**src/rtl/shift_rs_if.sv**
```systemverilog
`default_nettype none
// ============================================================================
//  Module      : shift_rs_if
//  Description : Dispatch / CDB / FU-issue bundle for the shift reservation
//                station. The slave modport is the station itself; the master
//                modport is the surrounding pipeline (dispatch, CDB, FU).
//  Revision    : 1.0  initial release
// ============================================================================
interface shift_rs_if #(
    parameter int TAG_W = 4
) ();
    // Dispatch side
    logic                       dispatch_valid;
    logic                       dispatch_ready;
    logic [7:0]                 dispatch_operand;
    logic [1:0][7:0]            dispatch_depvals;
    logic [1:0][TAG_W-1:0]      dispatch_deptags;
    logic [1:0]                 dispatch_depready;
    logic [7:0]                 dispatch_wbs;
    logic [7:0]                 dispatch_flags;
    logic [TAG_W-1:0]           dispatch_robid;

    // Common data bus snoop
    logic                       cdb_valid;
    logic [TAG_W-1:0]           cdb_id;
    logic [7:0]                 cdb_val;

    // Functional-unit control and issue
    logic                       fu_busy;
    logic                       flush;
    logic                       issue_transmit;
    logic [7:0]                 issue_operand;
    logic [1:0][7:0]            issue_depvals;
    logic [7:0]                 issue_wbs;
    logic [7:0]                 issue_flags;
    logic [TAG_W-1:0]           issue_robid;

    modport slave (
        input  dispatch_valid, dispatch_operand, dispatch_depvals,
               dispatch_deptags, dispatch_depready, dispatch_wbs,
               dispatch_flags, dispatch_robid,
        input  cdb_valid, cdb_id, cdb_val,
        input  fu_busy, flush,
        output dispatch_ready,
        output issue_transmit, issue_operand, issue_depvals,
               issue_wbs, issue_flags, issue_robid
    );

    modport master (
        output dispatch_valid, dispatch_operand, dispatch_depvals,
               dispatch_deptags, dispatch_depready, dispatch_wbs,
               dispatch_flags, dispatch_robid,
        output cdb_valid, cdb_id, cdb_val,
        output fu_busy, flush,
        input  dispatch_ready,
        input  issue_transmit, issue_operand, issue_depvals,
               issue_wbs, issue_flags, issue_robid
    );
endinterface
`default_nettype wire

```
**src/rtl/shift_rs.sv**
```systemverilog
`default_nettype none
// ============================================================================
//  Module      : shift_rs
//  Description : Reservation station for the shift functional unit. Holds
//                dispatched uops until both sources are known (snooping the
//                CDB), then issues the lowest-index ready uop, one per cycle,
//                whenever the FU is not busy.
//  Revision    : 1.0  initial release
// ============================================================================
module shift_rs #(
    parameter int DEPTH = 4,
    parameter int TAG_W = 4
) (
    input  wire logic   clk,
    input  wire logic   rst,
    shift_rs_if.slave   bus
);

    localparam int IDX_W = (DEPTH > 1) ? $clog2(DEPTH) : 1;

    // ------------------------------------------------------------------
    // Entry storage
    // ------------------------------------------------------------------
    logic [DEPTH-1:0]                   valid_q,   valid_d;
    logic [DEPTH-1:0][7:0]              operand_q, operand_d;
    logic [DEPTH-1:0][7:0]              wbs_q,     wbs_d;
    logic [DEPTH-1:0][7:0]              flags_q,   flags_d;
    logic [DEPTH-1:0][TAG_W-1:0]        robid_q,   robid_d;
    logic [DEPTH-1:0][1:0][7:0]         val_q,     val_d;
    logic [DEPTH-1:0][1:0][TAG_W-1:0]   tag_q,     tag_d;
    logic [DEPTH-1:0][1:0]              rdy_q,     rdy_d;

    // Issue output registers
    logic                               issue_transmit_q, issue_transmit_d;
    logic [7:0]                         issue_operand_q,  issue_operand_d;
    logic [1:0][7:0]                    issue_depvals_q,  issue_depvals_d;
    logic [7:0]                         issue_wbs_q,      issue_wbs_d;
    logic [7:0]                         issue_flags_q,    issue_flags_d;
    logic [TAG_W-1:0]                   issue_robid_q,    issue_robid_d;

    // Selection wires
    logic [DEPTH-1:0]                   w_cand;
    logic [DEPTH-1:0]                   w_free;
    logic                               w_any_cand;
    logic [IDX_W-1:0]                   w_cand_idx;
    logic [IDX_W-1:0]                   w_free_idx;
    logic                               w_dispatch_ready;
    logic                               w_accept;
    logic                               w_issue;

    // Per-entry candidate / free flags, purely from registered state so a
    // source woken this cycle only becomes eligible next cycle.
    generate
        for (genvar gi = 0; gi < DEPTH; gi++) begin : g_entry
            assign w_cand[gi] = valid_q[gi] & rdy_q[gi][0] & rdy_q[gi][1];
            assign w_free[gi] = ~valid_q[gi];
        end
    endgenerate

    // Full check ignores a slot freed by this cycle's issue.
    assign w_dispatch_ready = ~(&valid_q);
    assign w_any_cand       = |w_cand;
    assign w_accept         = bus.dispatch_valid & w_dispatch_ready & ~bus.flush;
    assign w_issue          = w_any_cand & ~bus.fu_busy & ~bus.flush;

    // Lowest-index priority encoders for issue pick and allocation.
    always_comb begin
        w_cand_idx = '0;
        w_free_idx = '0;
        for (int i = DEPTH - 1; i >= 0; i--) begin
            if (w_cand[i]) w_cand_idx = IDX_W'(i);
            if (w_free[i]) w_free_idx = IDX_W'(i);
        end
    end

    // Entry next-state: wakeup, issue release, allocation, then flush override.
    always_comb begin
        valid_d   = valid_q;
        operand_d = operand_q;
        wbs_d     = wbs_q;
        flags_d   = flags_q;
        robid_d   = robid_q;
        val_d     = val_q;
        tag_d     = tag_q;
        rdy_d     = rdy_q;

        for (int i = 0; i < DEPTH; i++) begin
            for (int s = 0; s < 2; s++) begin
                if (valid_q[i] && !rdy_q[i][s] && bus.cdb_valid &&
                    (bus.cdb_id == tag_q[i][s])) begin
                    val_d[i][s] = bus.cdb_val;
                    rdy_d[i][s] = 1'b1;
                end
            end
        end

        if (w_issue) begin
            valid_d[w_cand_idx] = 1'b0;
        end

        // The allocated slot is free in registered state, so it never
        // collides with the issued slot or with a wakeup above.
        if (w_accept) begin
            valid_d[w_free_idx]   = 1'b1;
            operand_d[w_free_idx] = bus.dispatch_operand;
            wbs_d[w_free_idx]     = bus.dispatch_wbs;
            flags_d[w_free_idx]   = bus.dispatch_flags;
            robid_d[w_free_idx]   = bus.dispatch_robid;
            for (int s = 0; s < 2; s++) begin
                tag_d[w_free_idx][s] = bus.dispatch_deptags[s];
                if (bus.dispatch_depready[s]) begin
                    val_d[w_free_idx][s] = bus.dispatch_depvals[s];
                    rdy_d[w_free_idx][s] = 1'b1;
                end else if (bus.cdb_valid &&
                             (bus.cdb_id == bus.dispatch_deptags[s])) begin
                    // Producer is broadcasting right now: capture it here,
                    // otherwise the value would be missed forever.
                    val_d[w_free_idx][s] = bus.cdb_val;
                    rdy_d[w_free_idx][s] = 1'b1;
                end else begin
                    val_d[w_free_idx][s] = bus.dispatch_depvals[s];
                    rdy_d[w_free_idx][s] = 1'b0;
                end
            end
        end

        if (bus.flush) begin
            valid_d = '0;
        end
    end

    // Issue register next-state: load the picked entry, otherwise hold fields.
    always_comb begin
        issue_transmit_d = w_issue;
        issue_operand_d  = issue_operand_q;
        issue_depvals_d  = issue_depvals_q;
        issue_wbs_d      = issue_wbs_q;
        issue_flags_d    = issue_flags_q;
        issue_robid_d    = issue_robid_q;
        if (w_issue) begin
            issue_operand_d = operand_q[w_cand_idx];
            issue_depvals_d = val_q[w_cand_idx];
            issue_wbs_d     = wbs_q[w_cand_idx];
            issue_flags_d   = flags_q[w_cand_idx];
            issue_robid_d   = robid_q[w_cand_idx];
        end
    end

    // Entry state registers.
    always_ff @(posedge clk or posedge rst) begin
        if (rst) begin
            valid_q   <= '0;
            operand_q <= '0;
            wbs_q     <= '0;
            flags_q   <= '0;
            robid_q   <= '0;
            val_q     <= '0;
            tag_q     <= '0;
            rdy_q     <= '0;
        end else begin
            valid_q   <= valid_d;
            operand_q <= operand_d;
            wbs_q     <= wbs_d;
            flags_q   <= flags_d;
            robid_q   <= robid_d;
            val_q     <= val_d;
            tag_q     <= tag_d;
            rdy_q     <= rdy_d;
        end
    end

    // Issue output registers; reset drops any in-flight issue immediately.
    always_ff @(posedge clk or posedge rst) begin
        if (rst) begin
            issue_transmit_q <= 1'b0;
            issue_operand_q  <= '0;
            issue_depvals_q  <= '0;
            issue_wbs_q      <= '0;
            issue_flags_q    <= '0;
            issue_robid_q    <= '0;
        end else begin
            issue_transmit_q <= issue_transmit_d;
            issue_operand_q  <= issue_operand_d;
            issue_depvals_q  <= issue_depvals_d;
            issue_wbs_q      <= issue_wbs_d;
            issue_flags_q    <= issue_flags_d;
            issue_robid_q    <= issue_robid_d;
        end
    end

    assign bus.dispatch_ready = w_dispatch_ready;
    assign bus.issue_transmit = issue_transmit_q;
    assign bus.issue_operand  = issue_operand_q;
    assign bus.issue_depvals  = issue_depvals_q;
    assign bus.issue_wbs      = issue_wbs_q;
    assign bus.issue_flags    = issue_flags_q;
    assign bus.issue_robid    = issue_robid_q;

endmodule
`default_nettype wire
```
**src/flat_wrapper.sv**
```systemverilog
// flat-port wrapper written by rule: the top's interface ports become plain ports
module shift_rs_flat 
#(
    parameter int DEPTH = 4,
    parameter int TAG_W = 4
)
  (clk, rst, bus_dispatch_valid, bus_dispatch_operand, bus_dispatch_depvals, bus_dispatch_deptags, bus_dispatch_depready, bus_dispatch_wbs, bus_dispatch_flags, bus_dispatch_robid, bus_cdb_valid, bus_cdb_id, bus_cdb_val, bus_fu_busy, bus_flush, bus_dispatch_ready, bus_issue_transmit, bus_issue_operand, bus_issue_depvals, bus_issue_wbs, bus_issue_flags, bus_issue_robid);
  shift_rs_if #(.TAG_W(TAG_W)) bus_i ();
  input  wire logic clk;
  input  wire logic rst;
  input wire logic [$bits(bus_i.dispatch_valid)-1:0] bus_dispatch_valid;
  input wire logic [$bits(bus_i.dispatch_operand)-1:0] bus_dispatch_operand;
  input wire logic [$bits(bus_i.dispatch_depvals)-1:0] bus_dispatch_depvals;
  input wire logic [$bits(bus_i.dispatch_deptags)-1:0] bus_dispatch_deptags;
  input wire logic [$bits(bus_i.dispatch_depready)-1:0] bus_dispatch_depready;
  input wire logic [$bits(bus_i.dispatch_wbs)-1:0] bus_dispatch_wbs;
  input wire logic [$bits(bus_i.dispatch_flags)-1:0] bus_dispatch_flags;
  input wire logic [$bits(bus_i.dispatch_robid)-1:0] bus_dispatch_robid;
  input wire logic [$bits(bus_i.cdb_valid)-1:0] bus_cdb_valid;
  input wire logic [$bits(bus_i.cdb_id)-1:0] bus_cdb_id;
  input wire logic [$bits(bus_i.cdb_val)-1:0] bus_cdb_val;
  input wire logic [$bits(bus_i.fu_busy)-1:0] bus_fu_busy;
  input wire logic [$bits(bus_i.flush)-1:0] bus_flush;
  output wire logic [$bits(bus_i.dispatch_ready)-1:0] bus_dispatch_ready;
  output wire logic [$bits(bus_i.issue_transmit)-1:0] bus_issue_transmit;
  output wire logic [$bits(bus_i.issue_operand)-1:0] bus_issue_operand;
  output wire logic [$bits(bus_i.issue_depvals)-1:0] bus_issue_depvals;
  output wire logic [$bits(bus_i.issue_wbs)-1:0] bus_issue_wbs;
  output wire logic [$bits(bus_i.issue_flags)-1:0] bus_issue_flags;
  output wire logic [$bits(bus_i.issue_robid)-1:0] bus_issue_robid;
  assign bus_i.dispatch_valid = bus_dispatch_valid;
  assign bus_i.dispatch_operand = bus_dispatch_operand;
  assign bus_i.dispatch_depvals = bus_dispatch_depvals;
  assign bus_i.dispatch_deptags = bus_dispatch_deptags;
  assign bus_i.dispatch_depready = bus_dispatch_depready;
  assign bus_i.dispatch_wbs = bus_dispatch_wbs;
  assign bus_i.dispatch_flags = bus_dispatch_flags;
  assign bus_i.dispatch_robid = bus_dispatch_robid;
  assign bus_i.cdb_valid = bus_cdb_valid;
  assign bus_i.cdb_id = bus_cdb_id;
  assign bus_i.cdb_val = bus_cdb_val;
  assign bus_i.fu_busy = bus_fu_busy;
  assign bus_i.flush = bus_flush;
  assign bus_dispatch_ready = bus_i.dispatch_ready;
  assign bus_issue_transmit = bus_i.issue_transmit;
  assign bus_issue_operand = bus_i.issue_operand;
  assign bus_issue_depvals = bus_i.issue_depvals;
  assign bus_issue_wbs = bus_i.issue_wbs;
  assign bus_issue_flags = bus_i.issue_flags;
  assign bus_issue_robid = bus_i.issue_robid;
  shift_rs #(.DEPTH(DEPTH), .TAG_W(TAG_W)) u_core (.clk(clk), .rst(rst), .bus(bus_i));
endmodule
```
**config.mk**
```make
export PLATFORM = sky130hd
export DESIGN_NAME = shift_rs_flat
export DESIGN_NICKNAME = d
export VERILOG_FILES = /design/src/rtl/shift_rs_if.sv /design/src/rtl/shift_rs.sv /design/src/flat_wrapper.sv
export SDC_FILE = /design/constraint.sdc
export NUM_CORES = 1
export LEC_CHECK = 0
export CAP_MARGIN = 20
export CORE_UTILIZATION = 59
export CTS_BUF_LIST = sky130_fd_sc_hd__clkbuf_2 sky130_fd_sc_hd__clkbuf_4 sky130_fd_sc_hd__clkbuf_8
export DETAILED_ROUTE_END_ITERATION = 10
export GPL_TIMING_DRIVEN = 0
export PLACE_DENSITY = 0.82
export REMOVE_ABC_BUFFERS = 1
export SETUP_SLACK_MARGIN = 0.3
export SLEW_MARGIN = 20
export SYNTH_ARGS = -nofsm -noshare
export SYNTH_HDL_FRONTEND = slang
export SYNTH_SLANG_ARGS = --single-unit
```
**constraint.sdc**
```tcl
create_clock -name clk -period 10.85 [get_ports clk]
set_input_delay 2.17 -clock clk [delete_from_list [all_inputs] [get_ports clk]]
set_output_delay 2.17 -clock clk [all_outputs]
set_load 0.01 [all_outputs]
```
# [Word level (Yosys, flattened, before mapping)]
# Cells that the tools add are included.
[op_classes] n_lt_le_gt_ge=4 n_mux=79 n_eq_ne=10 n_bitwise=24 n_reduce_logical=38
[ops] operator="$mux W64" count=6
[ops] operator="$bwmux W64" count=4
[ops] operator="$bwmux W32" count=5
[ops] operator="$mux W8" count=20
[ops] operator="$demux W16 S2" count=2
[ops] operator="$bmux W8 S2" count=3
[ops] operator="$demux W8 S2" count=3
[ops] operator="$eq A4 B4 Y1" count=10
[ops] operator="$bmux W16 S2" count=1
[ops] operator="$mux W16" count=2
[ops] operator="$logic_and A1 B1 Y1" count=28
[ops] operator="$mux W4" count=6
[ops] operator="$mux W2" count=9
[ops] operator="$and A8 B8 Y8" count=2
[ops] operator="$bwmux W16" count=1
[ops] operator="$not A8 Y8" count=2
[ops] operator="$or A8 B8 Y8" count=2
[ops] operator="$and A1 B1 Y1" count=12
[ops] operator="$mux W1" count=11
[ops] operator="$bmux W4 S2" count=1
[ops] operator="$demux W2 S2" count=2
[ops] operator="$demux W4 S2" count=1
[ops] operator="$logic_not A1 Y1" count=8
[ops] operator="$lt A2 B3 Y1 const B" count=2
[ops] operator="other kinds (8)" count=12
[word_totals] reg_bits=265 input_bits=72

# [Depth between registers and ports, before layout]
# Gate-level depths: netlist (run 1).
[logic_depth] depth_word=17 depth_mapped=9 ltp_nobuf=5

# [Least setup slack after synthesis (run 1)]
# Ideal clock, no wire load.
[synth_path] kind="input port to flip-flop" start="input bus_cdb_id[2]" end="register u_core.val_q[28] (netlist bit)" path_slack_ns=7.102 setup_time_ns=0.126 path_stages=7 arrival_ns=3.621 cell_sequence="buf_4 > xor2_2 > nor4_4 > and3b_1 > buf_6 > a22oi_1 > a311o_1"
[synth_lines] item="from (decl)" line_no="flat_wrapper.sv:20" rtl="input wire logic [$bits(bus_i.cdb_id)-1:0] bus_cdb_id;"
[synth_lines] item="to (signal assigned)" line_no="shift_rs.sv:166" rtl="val_q <= val_d;"
[synth_lines] item="to (decl)" line_no="shift_rs.sv:29" rtl="logic [DEPTH-1:0][1:0][7:0] val_q, val_d;"

==> impl_metrics.ini, run 1 <==
[status]
status = finished, final reports clean

[route]
firstDrtPassIters = 7
wl_per_cell_um = 19.7
detail-route-antenna-nets = 0
drc = 0
drtIter0Drc = 1062
viasPerCell = 6.17
wirelength_um = 33600
num_vias = 10540

[yosys]
yosysWarnings = 0
ys_top_cells_by_count = 504 x nand2_1, 265 x dfrtp_1, 65 x a221o_1, 58 x clkbuf_1, 54 x nor2_1
synth.most_common_cell = nand2_1
synth-async-reset-ratio_pct = 100
synth-seq-area-share_pct = 53.9
yosysTopAreaCell = dfrtp_1
ys.flop_type = dfrtp_1
synth_top_area_share_pct = 53.9
ys_types = 53
synth-seq-cells = 265
synth_area_leaders = dfrtp_1 54%, nand2_1 15%, a221o_1 5.3%
avgSynthCellArea_um2 = 9.29
synth_edf_count = 0
netlist_area_um2 = 12300
synthCells = 1323

[global_route]
overflow = 0
grt_pass1_vias = 10689
antenna_found_initial = 0
grt_max_degree = 93
grt_pass1_wl_um = 54800
track_usage_pct = 32.3

[sta]
maxSlewViolCount = 0
finalCritPeriodShare_pct = 44.3
setup_viol = 0
setup_tns_ns = 0
post-route-min-period_ns = 4.80
slew_headroom_pct = 26.9
report.final.hold_viol_count = 0
rsz0062_at_grt = no
fin_worst_skew_ns = 0.0264
max_freq_mhz = 208
tightestPinTransition_ns = 1.08

[clocking]
post_cts_resized = 0
clk_path_buf_depth = 3
clock_sinks = 265
clock_latency_ns = 0.56
htreeDepth = 2
clk_pin_slew_ns = 0.06
cts-buffers-inserted = 43
root_buffer = clkbuf_8
cts-hold-fix-buffers = 0
cts_tree = done
post-cts-setup-buffers = 0

[worst_setup_path]
worstPathRequired_ns = 11.32
crit_type = in2reg
path_max_fanout = 14
critPathLaunchType = input port
worstSetupEndpointType = register
arrival_ns = 5.28

[layout]
antenna_cells = 0
seqCellArea_um2 = 6630
nets = 1483
fin_util_pct = 72.3
multi_input_area_um2 = 5250
area_delta_synth_final_pct = 19.7
n_fill_cell = 1486
drive_above_1_share_pct = 10.1

[floorplanning]
pin_count = 118
die_h_um = 146
coreArea_um2 = 20400
placementRows = 52
initial_utilization_pct = 60.4
die_area_um2 = 21400
die_x_um = 146

[pwr]
p_leak_nw = 6.95
powerDensity_nw_per_um2 = 202
ir_drop_mv = 0.0989

[place]
io_buffers = 117
dp_hpwl_um = 20900
gp_congestion = 0.810

[min_path]
hold_path.class = reg2reg

[flow_run]
cap_viol_max_count = 0
[registers in the layout, indices dropped and copies added, names as in the netlist]
name and cells:
u_core.bus.issue_operand 8, u_core.robid_q 16, u_core.bus.issue_wbs 8, u_core.bus.issue_depvals 16, u_core.bus.issue_robid 4, u_core.flags_q 32
u_core.tag_q 32, u_core.val_q 64, u_core.bus.issue_transmit 1, u_core.rdy_q 8, u_core.wbs_q 32, u_core.operand_q 32
u_core.valid_q 4, u_core.bus.issue_flags 8
[through the flow]
stage               power [W]  cells  hold WS, ns  cell area (um2)  setup WS, ns
floorplan             0.00179   1224        0.446            11800          1.38
global placement      0.00209   1611        0.457            13400         -1.86
detailed placement    0.00214   1636        0.462            13900          5.61
CTS                   0.00299   1709        0.476            14700          6.19
global route          0.00313   1709        0.490            14700          6.01
finish                0.00298   1709        0.473            14700          6.05
[metal layers]
layer,share of wire (%),track usage (%),vias up,wire length (um)
li1,-,-,4771,-
met1,40,42.8,5148,13600
met2,49,52.5,532,16400
met3,8.3,5.78,89,2780
met4,2.6,14.1,0,873
met5,0,0,-,0
[path summary, 6_finish.rpt]
check / startpoint / endpoint / slack, ns / cells past startpoint
min in group asynchronous: rst / u_core.bus.issue_transmit / 2.04 / 2
setup reg to reg: u_core.valid_q[0] / u_core.bus.issue_flags[0] / 7.99 / 6
hold / removal: u_core.flags_q[14] / u_core.flags_q[14] / 0.47 / 2
setup / recovery: bus_cdb_id[2] / u_core.val_q[50] / 6.05 / 6
max in group asynchronous: rst / u_core.tag_q[6] / 7.84 / 4
hold reg to reg: u_core.flags_q[14] / u_core.flags_q[14] / 0.47 / 2
[cell type report]
class                           count  area share [%]
Sequential cell                   265            45.1
Multi-Input combinational cell    942            35.7
Timing Repair Buffer              142            10.8
Clock buffer                       70            5.53
Tap cell                          270            2.30
Inverter                           17           0.485
Clock inverter                      3           0.153
[placed cells by master (no fill, tap or decap), drive strengths merged, types with 2 or more instances in the layout]
master,instances
a21boi,2
a21oi,14
a221o,65
a221oi,5
a22o,8
a22oi,7
a2bb2oi,2
a311o,2
a31oi,44
and2,4
and3,24
and3b,2
buf,25
clkbuf,70
clkdlybuf4s50,117
clkinvlp,3
dfrtp,265
inv,17
mux2i,5
nand2,504
nand3,12
nand3b,2
nand4,6
nor2,54
nor2b,2
nor3,13
nor4,3
nor4b,3
o211ai,45
o21ai,13
o221a,18
o221ai,2
o311ai,4
o32ai,8
or2,2
or3,20
xnor2,24
xor2,16
[kinds of logic after synthesis]
group | Yosys count | synth area share, %
AND/OR/NAND/NOR | 654 | 22.2
buffers and inverters | 116 | 4.16
multiplexers | 5 | 0.407
AO/OA/AOI/OAI | 243 | 16.4
XOR/XNOR | 40 | 2.91
flip-flops | 265 | 53.9
[worst max-delay path, cell delays in order]
cell,delay [ns]
clkdlybuf4s50_1,0.92
xor2_1,0.21
nor4_4,0.40
nand3b_1,0.48
o21ai_1,0.83
a221o_1,0.27
[power breakdown]
| part | switching, W | internal, W | leakage [nW] |
|---|---|---|---|
| Combinational | 0.000334 | 0.000366 | 3.21 |
| Sequential | 0.000170 | 0.00126 | 3.30 |
| Clock | 0.000382 | 0.000470 | 0.442 |
| Total | 0.000885 | 0.00210 | 6.95 |
Note: power is estimated with default switching activity, not from simulation.
==> run 2, diff against run 1 <==
--- a/config.mk
+++ b/config.mk
@@ -6,11 +6,11 @@
 export NUM_CORES = 1
 export LEC_CHECK = 0
 export CAP_MARGIN = 20
-export CORE_UTILIZATION = 59
+export CORE_UTILIZATION = 54
 export CTS_BUF_LIST = sky130_fd_sc_hd__clkbuf_2 sky130_fd_sc_hd__clkbuf_4 sky130_fd_sc_hd__clkbuf_8
 export DETAILED_ROUTE_END_ITERATION = 10
 export GPL_TIMING_DRIVEN = 0
-export PLACE_DENSITY = 0.82
+export PLACE_DENSITY = 0.79
 export REMOVE_ABC_BUFFERS = 1
 export SETUP_SLACK_MARGIN = 0.3
 export SLEW_MARGIN = 20
==> constraint.sdc (replaced) <==
create_clock -name clk -period 4.3 [get_ports clk]
set_input_delay 0.86 -clock clk [delete_from_list [all_inputs] [get_ports clk]]
set_output_delay 0.86 -clock clk [all_outputs]
set_load 0.01 [all_outputs]
==> run 2 against run 1 <==
Against the previous run:
- non-clock buffer count up 2
- clock skew down 0.0096 ns
- final area up 0.66%
- critical path depth unchanged
- cell count up 0.82%
- die area up 9.1%
- power rose to 2.6 times the previous value
- clock power rose to 2.7 times the previous value
- critical path type unchanged
==> impl_metrics.ini, run 2 (same netlist as run 1, synthesis figures left out) <==
[floorplanning]
placementRows = 54
die_area_um2 = 23400
initial_utilization_pct = 55.7
die_h_um = 153
coreArea_um2 = 22100
die_x_um = 153
pin_count = 118

[sta]
finalCritPeriodShare_pct = 80.6
worst_slack_ns = 0.835
setup_viol = 0
max_freq_mhz = 289
tightestPinTransition_ns = 0.987
hold_slack_ns = 0.472
post-route-min-period_ns = 3.47
maxSlewViolCount = 0
slew_headroom_pct = 34.0
report.final.hold_viol_count = 0
rsz0062_at_grt = no
fin_worst_skew_ns = 0.0168

[worst_setup_path]
crit_type = in2reg
reg2regPathDepth = 4
path_max_fanout = 14
cp-startpoint = bus_cdb_id[2]
worst-path-buf-inv = 1
r2r-end = u_core.val_q[22]
cp_top_family = compound AO/OA/AOI/OAI gates
slowest_stage = clkdlybuf4s50_1
arrival_ns = 3.95
cp-endpoint = u_core.val_q[52]
crit_chain = clkdlybuf4s50_1 -> xor2_1 -> nor4_4 -> nand3b_1 -> o21ai_1 -> a221o_1
critPathLaunchType = input port
rrSetupSlack_ns = 1.31
critPathMaxStageDelay_ns = 0.92
worstPathRequired_ns = 4.79
worstSetupEndpointType = register
worstReg2RegStart = u_core.valid_q[0]
worst-path-stages = 6

[clocking]
root_buffer = clkbuf_8
post-cts-setup-buffers = 0
clk_path_buf_depth = 3
clock_sinks = 265
cts-hold-fix-buffers = 0
clk_pin_slew_ns = 0.06
clock_latency_ns = 0.56
post_cts_resized = 0
cts_tree = done
cts-buffers-inserted = 44
htreeDepth = 2

[layout]
top_register = u_core.val_q
largest_register_ffs = 64
fin_util_pct = 67.1
final_common_cell = nand2_1
nets = 1486
drive_above_1_share_pct = 10.3
n_fill_cell = 1776
area_delta_synth_final_pct = 20.5
layout_common_cells = 504 x nand2_1, 265 x dfrtp_1, 117 x clkdlybuf4s50_1

[flow_run]
cap_viol_max_count = 0

[route]
num_vias = 10442
detail-route-antenna-nets = 0
wirelength_um = 33800
firstDrtPassIters = 5
drtIter0Drc = 984
viasPerCell = 6.06
drc = 0
wl_per_cell_um = 19.6

[status]
status = finished, final reports clean

[pwr]
powerDensity_nw_per_um2 = 516
power.total_w = 0.00765
p_leak_nw = 7.02
ir_drop_mv = 0.294

[place]
gp_congestion = 0.807
io_buffers = 117
dp_slack_ns = 0.346
dp_hpwl_um = 20800

[global_route]
antenna_found_initial = 1
grt_pass1_wl_um = 54500
grt_pass1_vias = 10419
track_usage_pct = 29.3
grt_max_degree = 105
overflow = 0

[min_path]
hold_path.class = reg2reg
[run 2: how the worst min path moves through the flow]
stage / from / endpoint / slack (ns) / cells after the start
2_1_floorplan: u_core.flags_q[0] / u_core.flags_q[0] / 0.45 / 2
3_3_place_gp: u_core.wbs_q[0] / u_core.wbs_q[0] / 0.46 / 2
3_5_place_dp: u_core.flags_q[1] / u_core.flags_q[1] / 0.46 / 2
4_1_cts: u_core.wbs_q[5] / u_core.wbs_q[5] / 0.48 / 2
5_1_grt: u_core.flags_q[10] / u_core.flags_q[10] / 0.49 / 2
6_report: u_core.flags_q[10] / u_core.flags_q[10] / 0.47 / 2
[run 2: layout make-up]
cell class / count / area (um2) / share of cell area, %
flip-flops and latches: 265 / 6630 / 44.8
clock buffers: 72 / 885 / 5.97
clock inverters: 2 / 16.3 / 0.110
well taps: 280 / 350 / 2.36
diodes: 1 / 2.50 / 0.0169
inverters: 17 / 71.3 / 0.481
multi-input cells: 942 / 5260 / 35.5
repair buffers: 144 / 1600 / 10.8
[run 2: layer usage]
layer	wire length [um]	GRT usage, %	vias up	share of wire (%)
met5	0	0	-	0
met4	949	11.7	0	2.8
met3	2790	5.53	85	8.3
met2	16100	47.7	503	48
met1	13900	38.9	5088	41
li1	-	-	4766	-
[run 2: worst reg2reg max path, stage by stage, from the launching register on]
cell	delay, ns
dfrtp_1	0.58
nor2b_1	0.84
nand3_4	0.73
or3_1	0.61
o221a_2	0.13
[run 2: where the power goes]
part / leakage (nW) / internal (W) / switching (W)
combinational: 3.24 / 0.000921 / 0.000842
clock: 0.478 / 0.00129 / 0.000993
sequential: 3.30 / 0.00318 / 0.000428
[run 2: through the flow]
| step | cell area (um2) | setup TNS [ns] | std cells |
|---|---|---|---|
| detailed placement | 13900 | 0 | 1648 |
| CTS | 14800 | 0 | 1722 |
| floorplan | 11800 | -1044.18 | 1224 |
| global placement | 13400 | -2426.28 | 1621 |
| finish | 14800 | 0 | 1723 |
| global route | 14800 | 0 | 1722 |
